===== src/rtl/tcdm_write_combiner.sv =====
// Write-combining buffer between the narrow-to-wide converter and a wide TCDM bank.
// Holds one line, merges same-line writes by byte enable, and flushes before any read.
module tcdm_write_combiner #(
  parameter int unsigned DATA_WIDTH     = 128,
  parameter int unsigned ADDR_WIDTH     = 32,
  parameter int unsigned TIMEOUT_CYCLES = 16
) (
  input  logic                    clk_i,
  input  logic                    resetn_i,
  // upstream (from the width converter)
  input  logic                    master_port_req,
  output logic                    master_port_gnt,
  input  logic                    master_port_wen,
  input  logic [ADDR_WIDTH-1:0]   master_port_addr,
  input  logic [DATA_WIDTH/8-1:0] master_port_be,
  input  logic [DATA_WIDTH-1:0]   master_port_data,
  output logic [DATA_WIDTH-1:0]   master_port_r_data,
  output logic                    master_port_r_valid,
  input  logic                    master_port_r_ready,
  // downstream (toward the bank)
  output logic                    slave_port_req,
  input  logic                    slave_port_gnt,
  output logic                    slave_port_wen,
  output logic [ADDR_WIDTH-1:0]   slave_port_addr,
  output logic [DATA_WIDTH/8-1:0] slave_port_be,
  output logic [DATA_WIDTH-1:0]   slave_port_data,
  input  logic [DATA_WIDTH-1:0]   slave_port_r_data,
  input  logic                    slave_port_r_valid,
  output logic                    slave_port_r_ready,
  input  logic                    flush_i,
  output logic                    idle_o
);

  localparam int unsigned BE_WIDTH  = DATA_WIDTH / 8;
  localparam int unsigned CNT_WIDTH = (TIMEOUT_CYCLES > 0) ? $clog2(TIMEOUT_CYCLES + 1) : 1;
  localparam logic [CNT_WIDTH-1:0] CNT_LAST =
    (TIMEOUT_CYCLES > 0) ? CNT_WIDTH'(TIMEOUT_CYCLES - 1) : '0;

  typedef enum logic [1:0] {IDLE, HOLD, FLUSH} state_e;

  state_e                state_q, state_d;
  logic [ADDR_WIDTH-1:0] buf_addr_q;
  logic [BE_WIDTH-1:0]   buf_be_q;
  logic [DATA_WIDTH-1:0] buf_data_q;
  logic [CNT_WIDTH-1:0]  cnt_q;

  logic load, merge, clear, cnt_clr, cnt_inc;

  function automatic logic [DATA_WIDTH-1:0] merge_bytes(
    input logic [DATA_WIDTH-1:0] old_data,
    input logic [DATA_WIDTH-1:0] new_data,
    input logic [BE_WIDTH-1:0]   be
  );
    logic [DATA_WIDTH-1:0] res;
    res = old_data;
    for (int i = 0; i < BE_WIDTH; i++) begin
      if (be[i]) res[i*8 +: 8] = new_data[i*8 +: 8];
    end
    return res;
  endfunction

  always_comb begin
    state_d         = state_q;
    load            = 1'b0;
    merge           = 1'b0;
    clear           = 1'b0;
    cnt_clr         = 1'b0;
    cnt_inc         = 1'b0;
    master_port_gnt = 1'b0;
    slave_port_req  = 1'b0;
    slave_port_wen  = master_port_wen;
    slave_port_addr = master_port_addr;
    slave_port_be   = master_port_be;
    slave_port_data = master_port_data;
    case (state_q)
      IDLE: begin
        if (master_port_req) begin
          if (master_port_wen) begin
            master_port_gnt = 1'b1;
            load            = 1'b1;
            cnt_clr         = 1'b1;
            state_d         = (TIMEOUT_CYCLES == 0) ? FLUSH : HOLD;
          end else begin
            slave_port_req  = 1'b1;
            master_port_gnt = slave_port_gnt;
          end
        end
      end
      HOLD: begin
        if (flush_i) begin
          state_d = FLUSH;
        end else if (master_port_req && master_port_wen && master_port_addr == buf_addr_q) begin
          master_port_gnt = 1'b1;
          merge           = 1'b1;
          cnt_clr         = 1'b1;
          if (&(buf_be_q | master_port_be)) state_d = FLUSH;
        end else begin
          // Any other request (read or different line) must wait behind the flush.
          cnt_inc = 1'b1;
          if (master_port_req || cnt_q == CNT_LAST) state_d = FLUSH;
        end
      end
      FLUSH: begin
        slave_port_req  = 1'b1;
        slave_port_wen  = 1'b1;
        slave_port_addr = buf_addr_q;
        slave_port_be   = buf_be_q;
        slave_port_data = buf_data_q;
        if (slave_port_gnt) begin
          clear   = 1'b1;
          state_d = IDLE;
        end
      end
      default: state_d = IDLE;
    endcase
  end

  always_ff @(posedge clk_i or negedge resetn_i) begin
    if (!resetn_i) begin
      state_q    <= IDLE;
      buf_addr_q <= '0;
      buf_be_q   <= '0;
      buf_data_q <= '0;
      cnt_q      <= '0;
    end else begin
      state_q <= state_d;
      if (load) begin
        buf_addr_q <= master_port_addr;
        buf_be_q   <= master_port_be;
        buf_data_q <= master_port_data;
      end else if (merge) begin
        buf_be_q   <= buf_be_q | master_port_be;
        buf_data_q <= merge_bytes(buf_data_q, master_port_data, master_port_be);
      end else if (clear) begin
        buf_addr_q <= '0;
        buf_be_q   <= '0;
        buf_data_q <= '0;
      end
      if (cnt_clr) cnt_q <= '0;
      else if (cnt_inc) cnt_q <= cnt_q + CNT_WIDTH'(1);
    end
  end

  assign master_port_r_data  = slave_port_r_data;
  assign master_port_r_valid = slave_port_r_valid;
  assign slave_port_r_ready  = master_port_r_ready;
  assign idle_o              = (state_q == IDLE);

endmodule


===== config.mk =====
export PLATFORM = sky130hd
export DESIGN_NAME = tcdm_write_combiner
export DESIGN_NICKNAME = d
export VERILOG_FILES = /design/src/rtl/tcdm_write_combiner.sv
export SDC_FILE = /design/constraint.sdc
export NUM_CORES = 1
export LEC_CHECK = 0
export CORE_AREA = 2 2 245 247
export DETAILED_ROUTE_END_ITERATION = 12
export DIE_AREA = 0 0 247 249
export GPL_ROUTABILITY_DRIVEN = 1
export PLACE_DENSITY_LB_ADDON = 0.3
export SLEW_MARGIN = 0
export SYNTH_ARGS = -nofsm -noshare
export SYNTH_HDL_FRONTEND = slang
export SYNTH_SLANG_ARGS = --single-unit

===== constraint.sdc =====
create_clock -name clk_i -period 2.43 [get_ports clk_i]
set_input_delay 0.243 -clock clk_i [delete_from_list [all_inputs] [get_ports clk_i]]
set_output_delay 0.243 -clock clk_i [all_outputs]
set_load 0.02 [all_outputs]

# Word level (Yosys, flattened, before mapping)
# Cells that the tools add are included.
# W data, S select, Z words.
# classes
add_sub_neg	1
mul	0
n_div	0
order_cmp	0
eq_ne	26
shift	0
muxes	57
bitwise	1
reduce_logical	26
# ops
cell	count
$mux W128	4
$mux W32	4
$mux W8	16
$mux W16	4
$ne A3 B3 Y1 const B	16
$reduce_and A2 Y1	17
$eq A32 B32 Y1	1
$mux W1	16
$or A16 B16 Y16	1
$reduce_and A16 Y1	1
$mux W2	7
$mux W5	2
$ne A2 B2 Y1 const B	4
$ne A4 B4 Y1 const B	2
$pmux W1 S2	3
$pmux W2 S3	1
$add A5 B1 Y5 const B	1
$eq A5 B4 Y1 const B	1
$reduce_and A5 Y1	1
$reduce_bool A2 Y1	2
$reduce_bool A3 Y1	1
$eq A2 B1 Y1 const B	1
$eq A2 B2 Y1 const B	1
$logic_and A1 B1 Y1	2
other kinds (2)	2
# word_totals
register_bits	183
latch_bits	0
mem_bits_rw	0
mem_bits_ro	0
in_bits	312
out_inout_bits	310
word_cells	131
mem_count	0

# Logic depth before layout (Yosys ltp)
# depth
ltp_word	7
ltp_mapped	9
mapped_depth_nobuf	6

# Worst setup path after synthesis
# No wires, ideal clock.
# synth_path
kind	reg-to-reg
start	register state_q[0]
end	register buf_be_q[10]
setup_time_ns	0.121
arrival_time_ns	1.918
required_time_ns	2.309
path_slack_ns	0.391
stages_incl_launch_ff	8
path_buffers	3
period_less_slack_ns	2.039
path_cell_list	dfrtp_1 -> nor2_1 -> and3_1 -> clkbuf_1 -> nor2_1 -> clkbuf_1 -> buf_2 -> a22o_1
# synth_via
word_cells_on_any_way	9
cone_classes	2 x eq/ne; 5 x mux; 2 x reduce/logical
# synth_rtl
element	line	rtl
from (decl)	41	state_e state_q, state_d;
from (signal assigned)	126	state_q <= state_d;
$logic_not A2 Y1 (*)	--	
via idle_o	31	output logic idle_o
$mux W1 (*)	75	case (state_q)
$reduce_bool A3 Y1 (no source line) or $mux W16 (tied branches)	--	
to (signal assigned)	129	buf_be_q <= master_port_be;
to (signal assigned)	132	buf_be_q <= buf_be_q | master_port_be;
to (decl)	43	logic [BE_WIDTH-1:0] buf_be_q;
# Mark *: on every way through the listed nets, which the timed path passes. The rest lies on a longest branch.
# A chain may end at the register's enable or synchronous reset.

# Worst setup path after layout
# layout_path
start	register buf_addr_q[28]
end	register buf_data_q[118]
# layout_via
elab_chain_len	7
word_cells_on_any_way	10
cone_classes	2 x eq/ne; 5 x mux; 3 x reduce/logical
# layout_rtl
element	line	rtl
from (decl)	42	logic [ADDR_WIDTH-1:0] buf_addr_q;
from (signal assigned)	128	buf_addr_q <= master_port_addr;
$eq A32 B32 Y1 (*)	92	end else if (master_port_req && master_port_wen && master_port_addr == buf_addr_q) begin
$logic_and A1 B1 Y1 (*)	92	
$mux W1 (*)	92	
$mux W1 (*)	90	if (flush_i) begin
$mux W1 (*)	75	
$ne A3 B3 Y1 (no source line), or another cell as far along	--	
$reduce_and A2 Y1 (no source line) or $mux W128 (tied branches)	--	
to (signal assigned)	130	buf_data_q <= master_port_data;
to (signal assigned)	133	buf_data_q <= merge_bytes(buf_data_q, master_port_data, master_port_be);
to (decl)	44	logic [DATA_WIDTH-1:0] buf_data_q;
# Mark *: on every way between the ends. The rest lies on a longest branch, timed or not.

==> metrics.csv <==
stage,metric,value,unit
setup_path,Worst Path Required,2810,ps
setup_path,crit-path max FO,15,
floorplanning,Ports,622,
setup_path,critical path startpoint category,flop,
grt,initial antenna violation count,3,
status,status,finished with violations,
floorplanning,Starting Density,18.0,%
yosys,post-synthesis sequential area ratio,43.4,%
setup_path,CP peak stage delay,420,ps
setup_path,r2r startpoint,buf_addr_q[28],
power,Leak Pwr,7.31,nW
layout,final core occ,28.3,%
floorplanning,FP Rows,89,
routing,WL final,42300,um
clocking,cts bufs inserted,17,
yosys,Avg Inst Size Synth,11.1,um2
routing,Antenna Nets Post-Route,0,
sta,Worst Tran Pin Value,832,ps
sta,Setup WS post-layout,-111,ps
sta,Fmax,0.394,GHz
placed_design,gpl congestion,0.788,
yosys,synth top area cells,"dfrtp_1 43%, mux2_2 17%, buf_4 9.3%, a22o_1 7.6%, a32o_1 5.1%",
routing,Vias/cell,4.28,
clocking,CTS Buffer Depth,2,
setup_path,Worst setup EP type,flop,
sta,Clock Skew,14.8,ps
sta,Max Slew Vio Count,0,
routing,drt drc,0,
yosys,mapped cell area,10500,um2
layout,"commonest non-fill, non-tap cell in the layout",dfrtp_1,
setup_path,"Buf+Inv Stages, Crit Path",5,
layout,Layout area overhead,57.6,%
sta,final hold slack,211,ps
clocking,CTS tree,built,
yosys,Synth top area share,43.4,%
floorplanning,Core Footprint,58700,um2
yosys,Synthesized Nets,1263,
routing,DR WL/cell,20.3,um
power,pwr/cell area,795,nW/um2
placed_design,dpl hpwl,28300,um
setup_path,"delay-heaviest family, CP",buffers and inverters,
grt,Total GRT Usage,13.3,%
yosys,Yosys reg bits,183,
setup_path,cells along the critical path,xnor2_1 > nand4_1 > nor4_4 > buf_4 > nand4_1 > buf_12 > buf_16 > buf_6 > mux2i_4 > buf_12 > a22o_1,
layout,most frequent cells in the layout,"183 x dfrtp_1, 182 x clkdlybuf4s50_1, 106 x mux2_2",
clocking,Worst-path clk slew,70,ps
grt,vias in the first global route,9319,
job,maxcap violations,0,
yosys,Synth area leader,dfrtp_1,
yosys,Yosys cell types,36,
floorplanning,Die Width,247,um
layout,antenna cells,0,
yosys,Cells after Synth,949,
routing,vias,8906,
floorplanning,die height,249,um
clocking,Root Buffer,clkbuf_16,
sta,Final Cycle Share,105,%
status,failing checks,setup timing,
grt,largest net degree at the start of global routing,65,
layout,Final nets,1610,
clocking,H-tree Lvls,4,
grt,global-route wire length before repair,60600,um
sta,min Tclk post-route,2540,ps
layout,share of cells above drive strength 1,41.7,%
placed_design,IO buf count,361,
setup_path,Setup crit start,buf_addr_q[28],
setup_path,WS Path Type,flop to flop,
power,worst vdd ir,0.000580,V
sta,"Hold Vio Cnt, Final",0,
setup_path,Worst path slowest cell,dfrtp_1,
sta,Final setup viols,106,
worst_hold_path,HP Class,primary input to async pin,
sta,post-route setup TNS,-4910,ps
sta,slew margin rel.,44.5,%
clocking,TritonCTS Sinks,183,
routing,Pre-Repair DR Iteration Count,4,
yosys,YS warnings,0,
clocking,clk_lat worst skew,500,ps
floorplanning,Die ar.,61500,um2
layout,Final Non-Filler Cells,2082,
setup_path,CP Data Arrival Time,2920,ps
placed_design,placed cells,1981,
grt,gr ovfl total,0,
sta,RSZ-0062 raised after global routing,true,
routing,DR iter-0 viols,326,
-- state kept, by name, summed over array words and instances, names as in the netlist --
register / count
cnt_q: 5
buf_be_q: 16
buf_data_q: 128
state_q: 2
buf_addr_q: 32
-- path summary, 6_finish.rpt --
| kind | slack (ps) | depth (start not counted) | endpoint |
|---|---|---|---|
| min reg2reg | 480 | 2 | cnt_q[4] |
| max in group asynchronous | 1410 | 3 | buf_data_q[119] |
| max | -110 | 11 | buf_data_q[118] |
| max reg2reg | -110 | 11 | buf_data_q[118] |
| min in group clk_i | 350 | 3 | buf_addr_q[22] |
| min | 210 | 2 | buf_data_q[48] |
-- metrics by stage --
| stage | instance area (um2) | power (W) | setup WS [ps] |
|---|---|---|---|
| after floorplan | 10500 | 0.00746 | 391 |
| after global placement | 14800 | 0.00959 | -466 |
| after detailed placement | 14800 | 0.00962 | -467 |
| after CTS | 16000 | 0.0131 | -263 |
| after global routing | 16600 | 0.0140 | -243 |
| final | 16600 | 0.0132 | -111 |
-- logic make-up after synthesis --
group | after synthesis | synth area share [%]
adders and majority gates | 2 | 0.237
buffers and inverters | 195 | 11.9
AOI/OAI and AO/OA | 190 | 15.5
xor gates and xnor gates | 34 | 2.82
and+or+nand+nor | 174 | 7.36
muxes | 171 | 18.7
DFF | 183 | 43.4
-- routing by layer --
metal  vias to the layer above  track usage (%)  wire (um)
met5                         -                0         43
met4                         6             4.89        964
met3                        69             5.04       3480
met2                       355             20.5      19000
met1                      4416             16.9      18800
li1                       4060                -          -
-- layout make-up --
type	instances	area, um2
timing repair buffer	504	5260
fill	6143	42100
sequential	183	4580
inverter	18	67.6
multi-input combinational	572	5150
clock buffer	19	443
tap	773	967
clock inverter	13	143
-- cells in the mapped netlist --
library cell and n:
and4_1 1, o211ai_1 1, xor2_1 2, nand2b_1 1, a22o_1 92, nor4_2 1
nand4_1 14, a21oi_1 2, nor2_2 1, mux2i_2 8, nor2_1 15, nor2b_1 1
or2_2 1, dfrtp_1 183, and2_1 2, nor4_1 1, buf_6 2, and3_1 2
nor3_1 3, buf_12 1, buf_1 2, o21ai_0 17, nand3_1 36, nand2_2 1
inv_1 18, nand2_1 94, xnor2_1 32, mux2_2 161, buf_4 131, a32o_1 54
o22ai_1 8, o21ai_2 16, buf_2 3, clkbuf_1 38, ha_1 2, mux2i_4 2
-- power by group --
group          internal [W]  leakage, nW  switching [W]
sequential          0.00392         2.34       0.000576
clock               0.00155        0.285        0.00140
combinational       0.00311         4.68        0.00265
-- timing repair --
| action | 4_1_cts | 5_1_grt |
|---|---|---|
| resized for setup | 607 | 281 |
| setup buffers | 33 | 28 |
| pin swaps | 13 | 19 |
| cloned | 14 | 7 |
| endpoints found under the hold margin | 133 | 0 |
| endpoints found under the setup margin | 277 | 295 |
| hold buffers | 1 | 0 |
No activity file was read; power rests on OpenSTA's default activity.
